<file path="src/rtl/multicycle_controller.sv">
// multicycle_controller: main control FSM sequencing the multicycle RV32I datapath
module multicycle_controller #(
  parameter int MEM_TIMEOUT = 255
) (
  input  logic       clk,
  input  logic       rst_n,
  input  logic [6:0] op,
  input  logic [2:0] funct3,
  input  logic       flag_zero,
  input  logic       flag_lt,
  input  logic       flag_ltu,
  input  logic       mem_ready,
  output logic       mem_req,
  output logic       mem_write,
  output logic       adr_src,
  output logic       ir_write,
  output logic       pc_write,
  output logic       reg_write,
  output logic [1:0] result_src,
  output logic [1:0] alu_src_a,
  output logic [1:0] alu_src_b,
  output logic [1:0] alu_op,
  output logic [2:0] extend_ctrl,
  output logic       illegal,
  output logic       bus_err,
  output logic [3:0] state_dbg
);
  typedef enum logic [3:0] {
    IDLE = 4'd0, FETCH = 4'd1, DECODE = 4'd2, MEMADR = 4'd3, MEMREAD = 4'd4,
    MEMWB = 4'd5, MEMWRITE = 4'd6, EXECR = 4'd7, EXECI = 4'd8, ALUWB = 4'd9,
    BRANCH = 4'd10, JAL = 4'd11, JALR = 4'd12, LUI = 4'd13, TRAP = 4'd15
  } state_t;
  localparam logic [6:0] OP_LW = 7'b0000011, OP_SW = 7'b0100011, OP_R = 7'b0110011,
    OP_I = 7'b0010011, OP_B = 7'b1100011, OP_JAL = 7'b1101111, OP_JALR = 7'b1100111,
    OP_LUI = 7'b0110111, OP_AUIPC = 7'b0010111;
  localparam int CW = $clog2(MEM_TIMEOUT + 2);
  state_t state, nxt;
  logic [CW-1:0] cnt;
  logic timeout, cond, taken;
  assign state_dbg = state;
  // Watchdog fires on the waiting cycle whose increment would reach the limit
  assign timeout = (MEM_TIMEOUT != 0) && mem_req && !mem_ready && (cnt + CW'(1) == CW'(MEM_TIMEOUT));
  assign cond = funct3[2] ? (funct3[1] ? flag_ltu : flag_lt) : flag_zero;
  assign taken = (funct3[2] || !funct3[1]) && (cond ^ funct3[0]);
  assign extend_ctrl = (op == OP_SW) ? 3'b001 :
                       (op == OP_B) ? 3'b010 :
                       (op == OP_LUI || op == OP_AUIPC) ? 3'b011 :
                       (op == OP_JAL) ? 3'b100 : 3'b000;
  // Next-state selection; a watchdog timeout overrides everything
  always_comb begin
    nxt = state;
    case (state)
      IDLE:     nxt = FETCH;
      FETCH:    nxt = mem_ready ? DECODE : FETCH;
      DECODE:   nxt = (op == OP_LW || op == OP_SW) ? MEMADR :
                      (op == OP_R) ? EXECR :
                      (op == OP_I) ? EXECI :
                      (op == OP_B) ? BRANCH :
                      (op == OP_JAL) ? JAL :
                      (op == OP_JALR) ? JALR :
                      (op == OP_LUI) ? LUI :
                      (op == OP_AUIPC) ? ALUWB : TRAP;
      MEMADR:   nxt = (op == OP_SW) ? MEMWRITE : MEMREAD;
      MEMREAD:  nxt = mem_ready ? MEMWB : MEMREAD;
      MEMWRITE: nxt = mem_ready ? FETCH : MEMWRITE;
      MEMWB, ALUWB, BRANCH, LUI: nxt = FETCH;
      EXECR, EXECI, JAL: nxt = ALUWB;
      JALR:     nxt = JAL;
      default:  nxt = TRAP;
    endcase
    if (timeout) nxt = TRAP;
  end
  // State, watchdog counter and sticky trap flags; counter restarts on every state change
  always_ff @(posedge clk or negedge rst_n) begin
    if (!rst_n) begin
      state   <= IDLE;
      cnt     <= '0;
      illegal <= 1'b0;
      bus_err <= 1'b0;
    end else begin
      state   <= nxt;
      cnt     <= (nxt != state) ? '0 : (mem_req && !mem_ready) ? cnt + CW'(1) : cnt;
      illegal <= illegal | (state == DECODE && nxt == TRAP);
      bus_err <= bus_err | timeout;
    end
  end
  // Moore decode of datapath controls; FETCH strobes and branch pc_write follow their inputs
  always_comb begin
    mem_req = 1'b0;
    mem_write = 1'b0;
    adr_src = 1'b0;
    ir_write = 1'b0;
    pc_write = 1'b0;
    reg_write = 1'b0;
    result_src = 2'b00;
    alu_src_a = 2'b00;
    alu_src_b = 2'b00;
    alu_op = 2'b00;
    case (state)
      FETCH: begin
        mem_req = 1'b1;
        alu_src_b = 2'b10;
        result_src = 2'b10;
        ir_write = mem_ready;
        pc_write = mem_ready;
      end
      DECODE: begin
        alu_src_a = 2'b01;
        alu_src_b = 2'b01;
      end
      MEMADR, EXECI, JALR: begin
        alu_src_a = 2'b10;
        alu_src_b = 2'b01;
        alu_op = (state == EXECI) ? 2'b10 : 2'b00;
      end
      MEMREAD: begin
        mem_req = 1'b1;
        adr_src = 1'b1;
      end
      MEMWB: begin
        result_src = 2'b01;
        reg_write = 1'b1;
      end
      MEMWRITE: begin
        mem_req = 1'b1;
        mem_write = 1'b1;
        adr_src = 1'b1;
      end
      EXECR: begin
        alu_src_a = 2'b10;
        alu_op = 2'b10;
      end
      ALUWB: reg_write = 1'b1;
      BRANCH: begin
        alu_src_a = 2'b10;
        alu_op = 2'b01;
        pc_write = taken;
      end
      JAL: begin
        alu_src_a = 2'b01;
        alu_src_b = 2'b10;
        pc_write = 1'b1;
      end
      LUI: begin
        result_src = 2'b11;
        reg_write = 1'b1;
      end
      default: ;
    endcase
  end
endmodule

</file>
<file path="config.mk">
export PLATFORM = sky130hd
export DESIGN_NAME = multicycle_controller
export DESIGN_NICKNAME = d
export VERILOG_FILES = /design/src/rtl/multicycle_controller.sv
export SDC_FILE = /design/constraint.sdc
export NUM_CORES = 1
export LEC_CHECK = 0
export BUFFER_PORTS_ARGS = -buffer_cell sky130_fd_sc_hd__buf_2
export CAP_MARGIN = 20
export CORE_ASPECT_RATIO = 1.1
export CORE_MARGIN = 1.5
export CORE_UTILIZATION = 25
export CTS_CLUSTER_SIZE = 28
export DETAILED_ROUTE_END_ITERATION = 7
export GPL_ROUTABILITY_DRIVEN = 0
export PLACE_DENSITY = 0.5
export SKIP_CTS_REPAIR_TIMING = 1
export SYNTH_ARGS = -nofsm -noshare
export SYNTH_HDL_FRONTEND = slang
export SYNTH_SLANG_ARGS = --single-unit
</file>
<file path="constraint.sdc">
create_clock -name clk -period 6.8 [get_ports clk]
set_clock_uncertainty 0.2 [all_clocks]
set_input_delay 0.68 -clock clk [delete_from_list [all_inputs] [get_ports clk]]
set_output_delay 0.68 -clock clk [all_outputs]
set_load 0.005 [all_outputs]
</file>
==> results of run 1 <==
==> cell type report <==
type | count | share of cell area (%)
inverters | 2 | 0.427
flip-flops and latches | 15 | 21.4
repair buffers | 38 | 10.8
well taps | 77 | 5.48
clock buffers | 4 | 2.56
multi-input cells | 152 | 59.4
==> per-stage QoR <==
stage	instances	hold WS [ns]	setup WS, ns	cell area (um^2)
after floorplan	182	0.184	4.07	1490
after global placement	284	0.242	3.83	1710
after detailed placement	284	0.243	3.78	1710
after CTS	288	0.141	3.79	1760
after global routing	288	0.150	3.41	1760
final	288	0.123	3.77	1760
==> placed cells by master (no fill, tap or decap), drive strengths merged, types with 3 or more instances in the layout <==
cell	n
buf	38
nor2	19
dfrtp	15
o21ai	13
nand2	12
nand2b	9
xnor2	9
nor4	8
nor2b	7
xor2	6
a21oi	5
nor3	5
nand4	5
nand3	4
and2	4
clkbuf	4
nor3b	3
o21a	3
==> report_power, final <==
part	internal, mW	switching (mW)	total [mW]
logic	0.00777	0.00939	0.0172
clock network	0.0415	0.0316	0.0731
registers	0.0897	0.000177	0.0898
==> sequential cells by signal, summed over array words and instances, names as in the netlist <==
| name | flops |
|---|---|
| cnt | 9 |
| state_dbg | 4 |
| bus_err | 1 |
| illegal | 1 |
==> path summary, 6_finish.rpt <==
path | slack [ns] | to
max | 3.77 | cnt[0]$_DFFE_PN0P_
min reg2reg | 0.25 | illegal$_DFF_PN0_
max in group asynchronous | 6.03 | cnt[5]$_DFFE_PN0P_
min | 0.12 | cnt[2]$_DFFE_PN0P_
max reg2reg | 3.77 | cnt[0]$_DFFE_PN0P_
min in group clk | 0.25 | illegal$_DFF_PN0_
==> kinds of logic after synthesis <==
family                   after synthesis  synth area share (%)
AND/OR/NAND/NOR                       92                  36.1
AO/OA/AOI/OAI                         41                  21.0
XOR/XNOR                              15                  10.1
buffers and inverters                 15                  4.55
flip-flops                            15                  25.3
multiplexers                           2                  1.35
adder cells (fa/ha/maj)                2                  1.68
==> metal layers <==
layer,routed length [um],up-vias,track usage [%]
met5,0,-,0
met4,29,0,3.03
met3,116,4,1.75
met2,1980,30,21.8
met1,1750,683,15.6
li1,-,723,-
==> critical path, stage by stage, from the launching register on <==
cell	delay, ns
sky130_fd_sc_hd__dfrtp_1	0.86
sky130_fd_sc_hd__nor3b_1	0.32
sky130_fd_sc_hd__o21ai_1	0.24
sky130_fd_sc_hd__nor3_1	0.34
sky130_fd_sc_hd__nand4_1	0.28
sky130_fd_sc_hd__o21ai_1	0.51
sky130_fd_sc_hd__nor4_1	0.13
==> results.md, run 1 <==
Timing:
- Setup repair after global routing left no endpoint under its margin.
- Setup total negative slack on the finished layout was measured at 0 ns.
- Timing would allow up to 330 MHz.
- The number of endpoints with negative hold slack in the final report is 0.
- The count of final setup violators is 0.
- At the pin with the least slew margin, the transition time is 0.800 ns.
- Of the available clock period, the critical path in the final layout requires 44.6%.
- The final critical path time including I/O delays and setup is about 3.0 ns.
- In this run the tightest slew margin relative to its limit is approximately 47%.
- The number of pins exceeding their max-slew limit in the final report is 0.

Synthesis:
- The most common cell in the synthesized netlist is sky130_fd_sc_hd__nor2_1.
- Of the post-synthesis cell area, the dominant cell type holds approximately 25%.
- Yosys attributes the largest share of cell area to sky130_fd_sc_hd__dfrtp_1, sky130_fd_sc_hd__xnor2_1, sky130_fd_sc_hd__nor2_1.
- Sorting the synthesized cells by how often they occur yields sky130_fd_sc_hd__nor2_1, sky130_fd_sc_hd__dfrtp_1, sky130_fd_sc_hd__nand2_1.
- After synthesis, the netlist uses 52 different library cells.
- The largest area contributor in the synthesized netlist is sky130_fd_sc_hd__dfrtp_1.
- The cell count after synthesis is ~180.
- The average cell area after synthesis is 8.17 um^2.
- The count of synthesis-stage warnings from yosys is 0.
- The synthesized design contains 15 register bits.
- The fraction of registers with async set/reset is 100%.
- The number of nets handed over by synthesis was 200.
- The most used flip-flop cell after synthesis is sky130_fd_sc_hd__dfrtp_1.
- The portion of the post-synthesis area used by sequential elements is 25.3%.
- Counting flops with a built-in enable in the synthesized netlist gives 0.
- The synthesized netlist occupies a cell area of 1490 um^2.

Power and ir drop:
- The leakage power is 0.713 nW.
- The power density relative to cell area is 102 nW/um^2.
- Power comes to approximately 0.18 mW.
- The maximum VDD drop is 0.0000475 V.

Job:
- Across the run, the number of max-cap violations was 0.

CTS:
- The total number of clock tree sinks is 15.
- The total number of H-tree levels is 1.
- After clock tree synthesis, the clock-pin slew on the worst setup and hold paths is about 0.060 ns.
- The clock latency on the worst-skew pair is about 0.25 ns.
- TritonCTS built the clock tree.
- The clock tree buffer depth is 2.
- Counting the buffers created by CTS gives 3.
- The clock tree root buffer cell is sky130_fd_sc_hd__clkbuf_8.

Floorplan:
- The vertical extent of the die is 83.9 um.
- The I/O pin count is 39.
- The area inside the core boundary is between 5000 and 6000 um^2.
- The number of core rows is 29.
- For this configuration, the core starts out at a cell density of 25.8%.
- The floorplan step defined a die boundary enclosing 6420 um^2.
- The horizontal die dimension is 76.5 um.

Setup path:
- The worst setup path is of the flop to flop kind.
- Along the worst path, the maximum fanout reaches 24.
- The most critical setup path has its startpoint at state_dbg[0]$_DFF_PN0_.
- The type of origin of the critical path is a flop.
- The worst setup path is captured at a flop.
- In this run the critical register-to-register path is launched from state_dbg[0]$_DFF_PN0_.
- The worst reg-to-reg path cell count is 6.
- The critical path data arrival time is 2.93 ns.
- The required time of the critical path is 6.70 ns.

Drt:
- The post-detailed-route count of antenna-violating nets is 0.
- The count of unresolved DRC violations after routing is 0.
- Summed over all layers, the routed wires come to around 3900 um.
- For this run, the detailed router's first-pass iteration total came to 4.
- In this run, the number of DRC markers left after iteration 0 of detailed routing was approximately 90.
- The average detailed-routed wire length per instance is 13.5 um.
- The routed via count divided by cell count is 5.00.
- The via count is ~1400.

Min path:
- The type of the worst min-delay path is primary input to asynchronous set/reset pin.

Finish:
- Fill cells in the final layout number 618.
- In the final layout, the multi-input gates occupy 1040 um^2.
- The post-route core utilization is 30.5%.
- The footprint of the flip-flops and latches is approximately 380 um^2.
- The layout net count is 230.
- The number of antenna diodes in the final layout is 0.
- The layout cell share with drive strength beyond 1 is 23.2%.
- The synthesis-to-layout area growth is 18.3%.

Global route:
- The global routing usage summed across all routing layers is 12.3%.
- The number of antenna violations at the first check in global routing is 0.
- Entering global routing, the biggest net connects 25 pins.
- The total overflow left after global routing is 0.
- The wire length of the first global-routing pass is 6480 um.
- The number of global-route vias before repair is 1355.

Place:
- Once detailed placement completed, the half-perimeter wirelength came to 2890 um.
- Port buffering added 38 buffers.

Status:
- The flow ran to the end, and the final reports show no timing, DRC or antenna violations.
No activity file was read; power rests on OpenSTA's default activity.
==> run 2: changes to the inputs <==
- clock period: 6.8 -> 3.15 ns (I/O delays scaled with it)
==> run 2 against run 1 <==
Clock power rose by 110%. Via count up 0.97%. Register-to-register slack got worse by 3.1 ns. Largest cell class unchanged. Largest power group unchanged.
==> results.md, run 2 (synthesis gave the netlist of run 1 again) <==
Setup path:
- The largest single stage delay on the critical path is 0.48 ns.
- The start-to-end type of the worst setup path is flop to flop.
- In this design, the largest share of critical-path delay is due to simple AND/OR/NAND/NOR gates.
- The type of origin of the critical path is a flop.
- The endpoint class of the critical path is a flop.
- The required time of the critical path is 3.04 ns.
- The buffers plus inverters on the worst setup path is 0.
- The most numerous cell type found on the critical path is sky130_fd_sc_hd__o21ai_1.
- Walking the worst path, the cells encountered are nor3b_1 -> o21ai_1 -> nor3_1 -> nand4_1 -> o21ai_1 -> nor4_1.
- The maximum fanout encountered on the critical timing path is 9.
- For this design, the slowest cell found on the critical path is sky130_fd_sc_hd__dfrtp_1.
- Data arrives at the worst endpoint at ~2.4 ns.

CTS:
- The clock edge transition at the registers on the reported setup and hold paths is 0.06 ns.
- Clock tree synthesis selected as its root buffer the cell sky130_fd_sc_hd__clkbuf_8.
- TritonCTS built the clock tree.
- The clock tree buffer depth is 2.
- The total number of clock tree sinks is 15.
- The clock latency on the worst-skew pair is 0.25 ns.
- The number of buffers added by the clock tree synthesis step is 3.
- In this run the number of H-tree levels came out at 1.

Global route:
- For this run the aggregate overflow at the end of global routing stands at 0.
- The number of antenna violations at the first check in global routing came to 0.
- The wire length of the first global-routing pass is 6500 um.
- The number of global-route vias before repair is 1388.
- The maximum number of pins on one net before global-route repair is 23.
- In the global route stage, overall resource usage came out at approximately 12%.

Timing:
- The number of endpoints with negative hold slack in the final report is 0.
- The clock period could shrink to ~2.5 ns.
- Setup repair after global routing left no endpoint under its margin.
- The count of final setup violators is 0.
- For the pin with the worst max-slew slack, the measured transition is 0.760 ns.
- The sum of negative setup slack is 0 ns.
- Dividing the final minimum period by the clock period gives 80.0%.
- For this run, the top clock speed supported by timing is 397 MHz.
- The worst hold margin is 0.253 ns.
- The worst pin sits at a relative slew slack of 49.0%.
- The number of pins exceeding their max-slew limit in the final report is 0.

Place:
- Including well taps, the total number of placed cells is between 200 and 300.
- The number of buffers inserted by port buffering is 38.
- The final HPWL from detailed placement is ~2900 um.

Floorplan:
- The die covers 6420 um^2.
- The floorplan has 29 rows.
- The area inside the core boundary is 5770 um^2.
- In this run the vertical extent of the chip is roughly 84 um.
- The horizontal die dimension is 76.5 um.
- During I/O placement, the number of pins put on the boundary was 39.
- The initial core utilization is 25.8%.

Finish:
- The register ranked first by flip-flop count is cnt.
- Relative to the synthesized area, the layout overhead comes to 21.5%.
- Cells with a size suffix above 1 make up 24.9% of the layout.
- The most frequent standard cell in the layout excluding fill and tap cells is sky130_fd_sc_hd__buf_2.
- In the layout the commonest cells are sky130_fd_sc_hd__buf_2, sky130_fd_sc_hd__nor2_1, sky130_fd_sc_hd__dfrtp_1.
- The antenna diode instance count is 0.
- The net count of the finished layout is about 240.
- The register with the most flip-flops in the layout has 9 of them.
- The number of cells in the finished layout apart from fillers is 294.

Drt:
- The iteration-0 DRC count of the detailed router is 132.
- The first detailed-routing pass took 4 iterations.
- After detailed routing, the number of vias per cell comes to 4.95.
- Detailed routing inserted a total of 1454 vias.
- The detailed-route wire length is 3870 um.
- The count of unresolved DRC violations after routing is 0.
- The post-detailed-route count of antenna-violating nets is 0.
- The average detailed-routed wire length per instance is 13.2 um.

Power and ir drop:
- The maximum VDD drop is between 0.0001 and 0.00015 V.
- In this run the power density over the cells is 215 nW/um^2.
- For this design the static power due to leakage is 0.738 nW.

Status:
- The run finished with clean final reports.

Min path:
- The tightest min-delay check is of the flop to flop type.

Job:
- Across the run, the number of max-cap violations was 0.
[run 2: changes by cell type in the layout (fill, tap and decap cells not counted), sizes merged]
| cell | before | now |
|---|---|---|
| buf | 38 | 43 |
| dlygate4sd3 | 0 | 1 |
[run 2: worst register-to-register path, delay by kind of cell, from the launching register on]
| kind | cells | cell delay (ns) |
|---|---|---|
| AOI/OAI and AO/OA | 2 | 0.71 |
| DFF | 1 | 0.48 |
| and+or+nand+nor | 4 | 0.96 |
[run 2: through the flow]
step	area, um^2	setup WS (ns)	utilization (%)	total power, mW
4_1_cts	1800	0.578	31.1	0.392
2_1_floorplan	1490	0.783	-	0.214
5_1_grt	1810	0.446	31.3	0.407
3_5_place_dp	1750	0.545	30.3	0.235
3_3_place_gp	1750	0.566	30.3	0.235
6_report	1810	0.631	31.3	0.388
[run 2: final timing paths]
kind | start | to | slack [ns] | cells after the start
min in group asynchronous | rst_n | illegal$_DFF_PN0_ | 0.31 | 2
hold / removal | illegal$_DFF_PN0_ | illegal$_DFF_PN0_ | 0.25 | 1
hold reg to reg | illegal$_DFF_PN0_ | illegal$_DFF_PN0_ | 0.25 | 1
max in group asynchronous | rst_n | cnt[4]$_DFFE_PN0P_ | 2.19 | 2
setup reg to reg | state_dbg[1]$_DFF_PN0_ | cnt[6]$_DFFE_PN0P_ | 0.63 | 6
setup / recovery | state_dbg[1]$_DFF_PN0_ | cnt[6]$_DFFE_PN0P_ | 0.63 | 6
[run 2: layer usage]
| metal | up-vias | wire length (um) | GRT usage, % |
|---|---|---|---|
| met4 | 0 | 30 | 3.37 |
| li1 | 731 | - | - |
| met1 | 689 | 1780 | 16.2 |
| met5 | - | 0 | 0 |
| met3 | 4 | 118 | 1.31 |
| met2 | 30 | 1940 | 20.5 |
[run 2: layout make-up]
class | instances | area, um^2
inverter | 2 | 7.51
tap | 77 | 96.3
multi-input combinational | 152 | 1040
fill | 615 | 3960
timing repair buffer | 44 | 238
clock buffer | 4 | 45.0
sequential | 15 | 375
[run 2: power by group]
| group | internal [mW] | switching, mW | total (mW) |
|---|---|---|---|
| combinational | 0.0176 | 0.0206 | 0.0381 |
| sequential | 0.194 | 0.000416 | 0.194 |
| clock | 0.0895 | 0.0668 | 0.156 |
==> run 3: changes to the inputs <==
- ABC_AREA: not set -> 1
- PLACE_DENSITY: 0.5 -> 0.52
- clock period: 3.15 -> 2.18 ns (I/O delays scaled with it)
==> run 3 against run 2 <==
Sequential share of layout area shrank 2.4 points. Sequential power grew 150%. Flip-flop and latch count is the same. Cell count grew 28%.
==> results.md, run 3 <==
Drt:
- Across all layers, the routed design uses 1653 vias.
- For this run, design rule violations remaining after detail routing come to 0.
- The count of nets left with antenna violations once routing finished came out at 0.
- Summed over all layers, the routed wires come to 4150 um.
- The routed via count divided by cell count is 4.40.
- The iteration-0 DRC count of the detailed router is 65.
- The iteration count of the initial detailed-routing pass is 4.
- The average detailed-routed wire length per instance is 11.0 um.

Place:
- Detailed placement ended at an HPWL of 3160 um.
- Port buffering added 38 buffers.
- The setup slack at placement is -0.00108 ns.
- Once placement completed, the tool counted placed cells totaling between 300 and 400.

Timing:
- In this run the tightest slew margin relative to its limit is 74.5%.
- The number of endpoints with negative hold slack in the final report came to 0.
- After layout, the worst setup slack is 0.0280 ns.
- Static timing analysis puts the maximum clock frequency at 465 MHz.
- At the pin with the least slew margin, the transition time is 0.380 ns.
- Setup violations remaining at the end of the flow were counted as 0.
- Setup repair after global routing could not meet its margin everywhere.
- The worst path uses 98.7% of the clock period.
- The number of pins exceeding their max-slew limit in the final report is 0.
- The final critical path time including I/O delays and setup is 2.15 ns.

Floorplan:
- The vertical extent of the die is 83.0 um.
- The initial core utilization is around a quarter.
- The number of core rows is 28.
- The horizontal die dimension is 75.7 um.
- The I/O pin count is 39.
- The area inside the core boundary is between 5000 and 6000 um^2.
- The die covers 6280 um^2.

Finish:
- The most frequent standard cell in the layout excluding fill and tap cells is sky130_fd_sc_hd__nand2_1.
- After the flow finishes, the layout carries non-filler instances totaling 376.
- The repair_antennas step left the layout with diodes totalling 0.
- The synthesis-to-layout area growth is 43.1%.
- The layout cell share with drive strength beyond 1 is between 40 and 50%.
- The register ranked first by flip-flop count is cnt.
- After the last flow step, the layout net total stands at 320.
- The number of flip-flops in the largest register is 9.
- The fill cell instance count of the final layout is 606.
- In the layout the commonest cells are sky130_fd_sc_hd__nand2_1, sky130_fd_sc_hd__buf_2, sky130_fd_sc_hd__inv_1.

CTS:
- Clock tree synthesis selected as its root buffer the cell sky130_fd_sc_hd__clkbuf_8.
- TritonCTS built the clock tree.
- After clock tree synthesis, the clock-pin slew on the worst setup and hold paths is 0.07 ns.
- The total number of H-tree levels is 1.
- CTS saw 15 sinks.
- Buffers inserted during clock tree synthesis total 3.
- No sink is reached through more buffers than the 2 on the longest clock path.
- For the worst-skew pair, the clock arrives at the later sink with an insertion delay of 0.25 ns.

Synthesis:
- The most numerous cell in the Yosys netlist is sky130_fd_sc_hd__nand2_1.
- In the post-synthesis netlist, the biggest area contributors are sky130_fd_sc_hd__dfrtp_1, sky130_fd_sc_hd__nand2_1, sky130_fd_sc_hd__inv_1.
- The cell count after synthesis is 241.
- The fraction of synthesized cell area taken by the top area cell type is 25.8%.
- Ranked by instance count, the synthesized netlist is headed by sky130_fd_sc_hd__nand2_1, sky130_fd_sc_hd__inv_1, sky130_fd_sc_hd__nor2_1.
- The biggest area contributor in the post-synthesis netlist is sky130_fd_sc_hd__dfrtp_1.
- In this run, synthesis produced a sequential element count of 15.
- The flip-flop cell with the highest count after synthesis is sky130_fd_sc_hd__dfrtp_1.
- The post-synthesis instance area is 1450 um^2.
- The average instance in the mapped netlist occupies 6.03 um^2.
- After synthesis, the netlist uses 26 different library cells.
- Counting flops with a built-in enable in the synthesized netlist gives 0.
- The fraction of registers with async set/reset is 100%.
- The portion of the post-synthesis area used by sequential elements is 25.8%.
- The Yosys step of the flow raised 0 warnings.
- The number of nets handed over by synthesis was 259.

Setup path:
- STA puts the critical path data required time at 2.17 ns.
- The type of origin of the critical path is a flop.
- The worst register-to-register path has a setup slack of 0.03 ns.
- The worst setup path is of the flop to flop kind.
- The maximum fanout encountered on the critical timing path is 5.
- The critical path data arrival time is 2.14 ns.
- The endpoint class of the critical path is a flop.

Global route:
- The total global routing overflow is 0.
- The number of global-route vias before repair was 1568.
- Entering global routing, the biggest net connects 16 pins.
- The wire length of the first global-routing pass is between 6000 and 7000 um.
- The number of antenna violations at the first check in global routing was 0.
- For this run, the total global-route usage over all layers was measured as 12.9%.

Power and ir drop:
- The maximum VDD drop is 0.000441 V.
- In this run the power density over the cells is between 1000 and 1500 nW/um^2.
- The leakage power is 1.12 nW.

Min path:
- In this run the worst hold path is classified as primary input to asynchronous set/reset pin.

Job:
- Across the run, the number of max-cap violations was 0.

Status:
- The flow ran to the end, and the final reports show no timing, DRC or antenna violations.
run 3: cell type report:
type	count	area, um^2	share of cell area (%)
Multi-Input combinational cell	181	1060	51.1
Sequential cell	15	382	18.3
Clock buffer	4	45.0	2.16
Inverter	47	181	8.72
Timing Repair Buffer	54	317	15.2
Tap cell	75	93.8	4.51
run 3: report_power, final:
| part | internal, mW | switching [mW] | leakage, nW |
|---|---|---|---|
| combinational | 0.621 | 0.997 | 0.909 |
| clock | 0.130 | 0.106 | 0.0228 |
| sequential | 0.366 | 0.117 | 0.191 |
| total | 1.12 | 1.22 | 1.12 |
run 3: worst max-delay path, cell delays in order (launching register included):
cell and delay, ns:
sky130_fd_sc_hd__dfrtp_1 0.42, sky130_fd_sc_hd__inv_1 0.17, sky130_fd_sc_hd__ha_1 0.17, sky130_fd_sc_hd__inv_1 0.06, sky130_fd_sc_hd__nor2_4 0.10, sky130_fd_sc_hd__nand3_4 0.09
sky130_fd_sc_hd__nor2_4 0.14, sky130_fd_sc_hd__nand4_4 0.15, sky130_fd_sc_hd__nand3_2 0.11, sky130_fd_sc_hd__nand2_2 0.06, sky130_fd_sc_hd__nor2_4 0.16, sky130_fd_sc_hd__nand2_4 0.12
sky130_fd_sc_hd__nor2_2 0.12
run 3: worst paths after layout:
| kind | from | end | cells after the start |
|---|---|---|---|
| worst max-delay path | cnt[0]$_DFFE_PN0P_ | cnt[6]$_DFFE_PN0P_ | 12 |
| worst min-delay path | rst_n | bus_err$_DFF_PN0_ | 2 |
| worst max register to register | cnt[0]$_DFFE_PN0P_ | cnt[6]$_DFFE_PN0P_ | 12 |
| worst min register to register | illegal$_DFF_PN0_ | illegal$_DFF_PN0_ | 1 |
| max in group asynchronous | rst_n | state_dbg[3]$_DFF_PN0_ | 2 |
| min in group clk | illegal$_DFF_PN0_ | illegal$_DFF_PN0_ | 1 |
run 3: routing by layer:
layer,up-vias,GRT usage (%),routed length (um)
met4,0,4.71,68
met5,-,0,0
li1,867,-,-
met2,45,20.7,1960
met3,7,2.31,203
met1,734,16.9,1910
run 3: logic make-up (layout without fill, tap and decap cells):
logic type,Yosys count,after routing,share of synthesized area (%)
and+or+nand+nor,155,157,50.9
buffers and inverters,47,105,12.1
AOI/OAI and AO/OA,20,20,8.18
DFF,15,15,25.8
adders and majority gates,2,2,1.72
xor gates and xnor gates,2,2,1.21
run 3: stage by stage:
| step | hold WS (ns) | instance area (um^2) | TNS (ns) | total power [mW] | utilization, % |
|---|---|---|---|---|---|
| after floorplan | -0.278 | 1450 | 0 | 1.31 | - |
| after global placement | -0.0454 | 1810 | 0 | 1.75 | 33.0 |
| after detailed placement | -0.0461 | 1810 | -0.00108 | 1.74 | 33.0 |
| after CTS | -0.317 | 1860 | -0.0267 | 1.98 | 33.8 |
| after global routing | 0.274 | 2080 | -0.521 | 2.55 | 37.8 |
| final | 0.207 | 2080 | 0 | 2.34 | 37.8 |
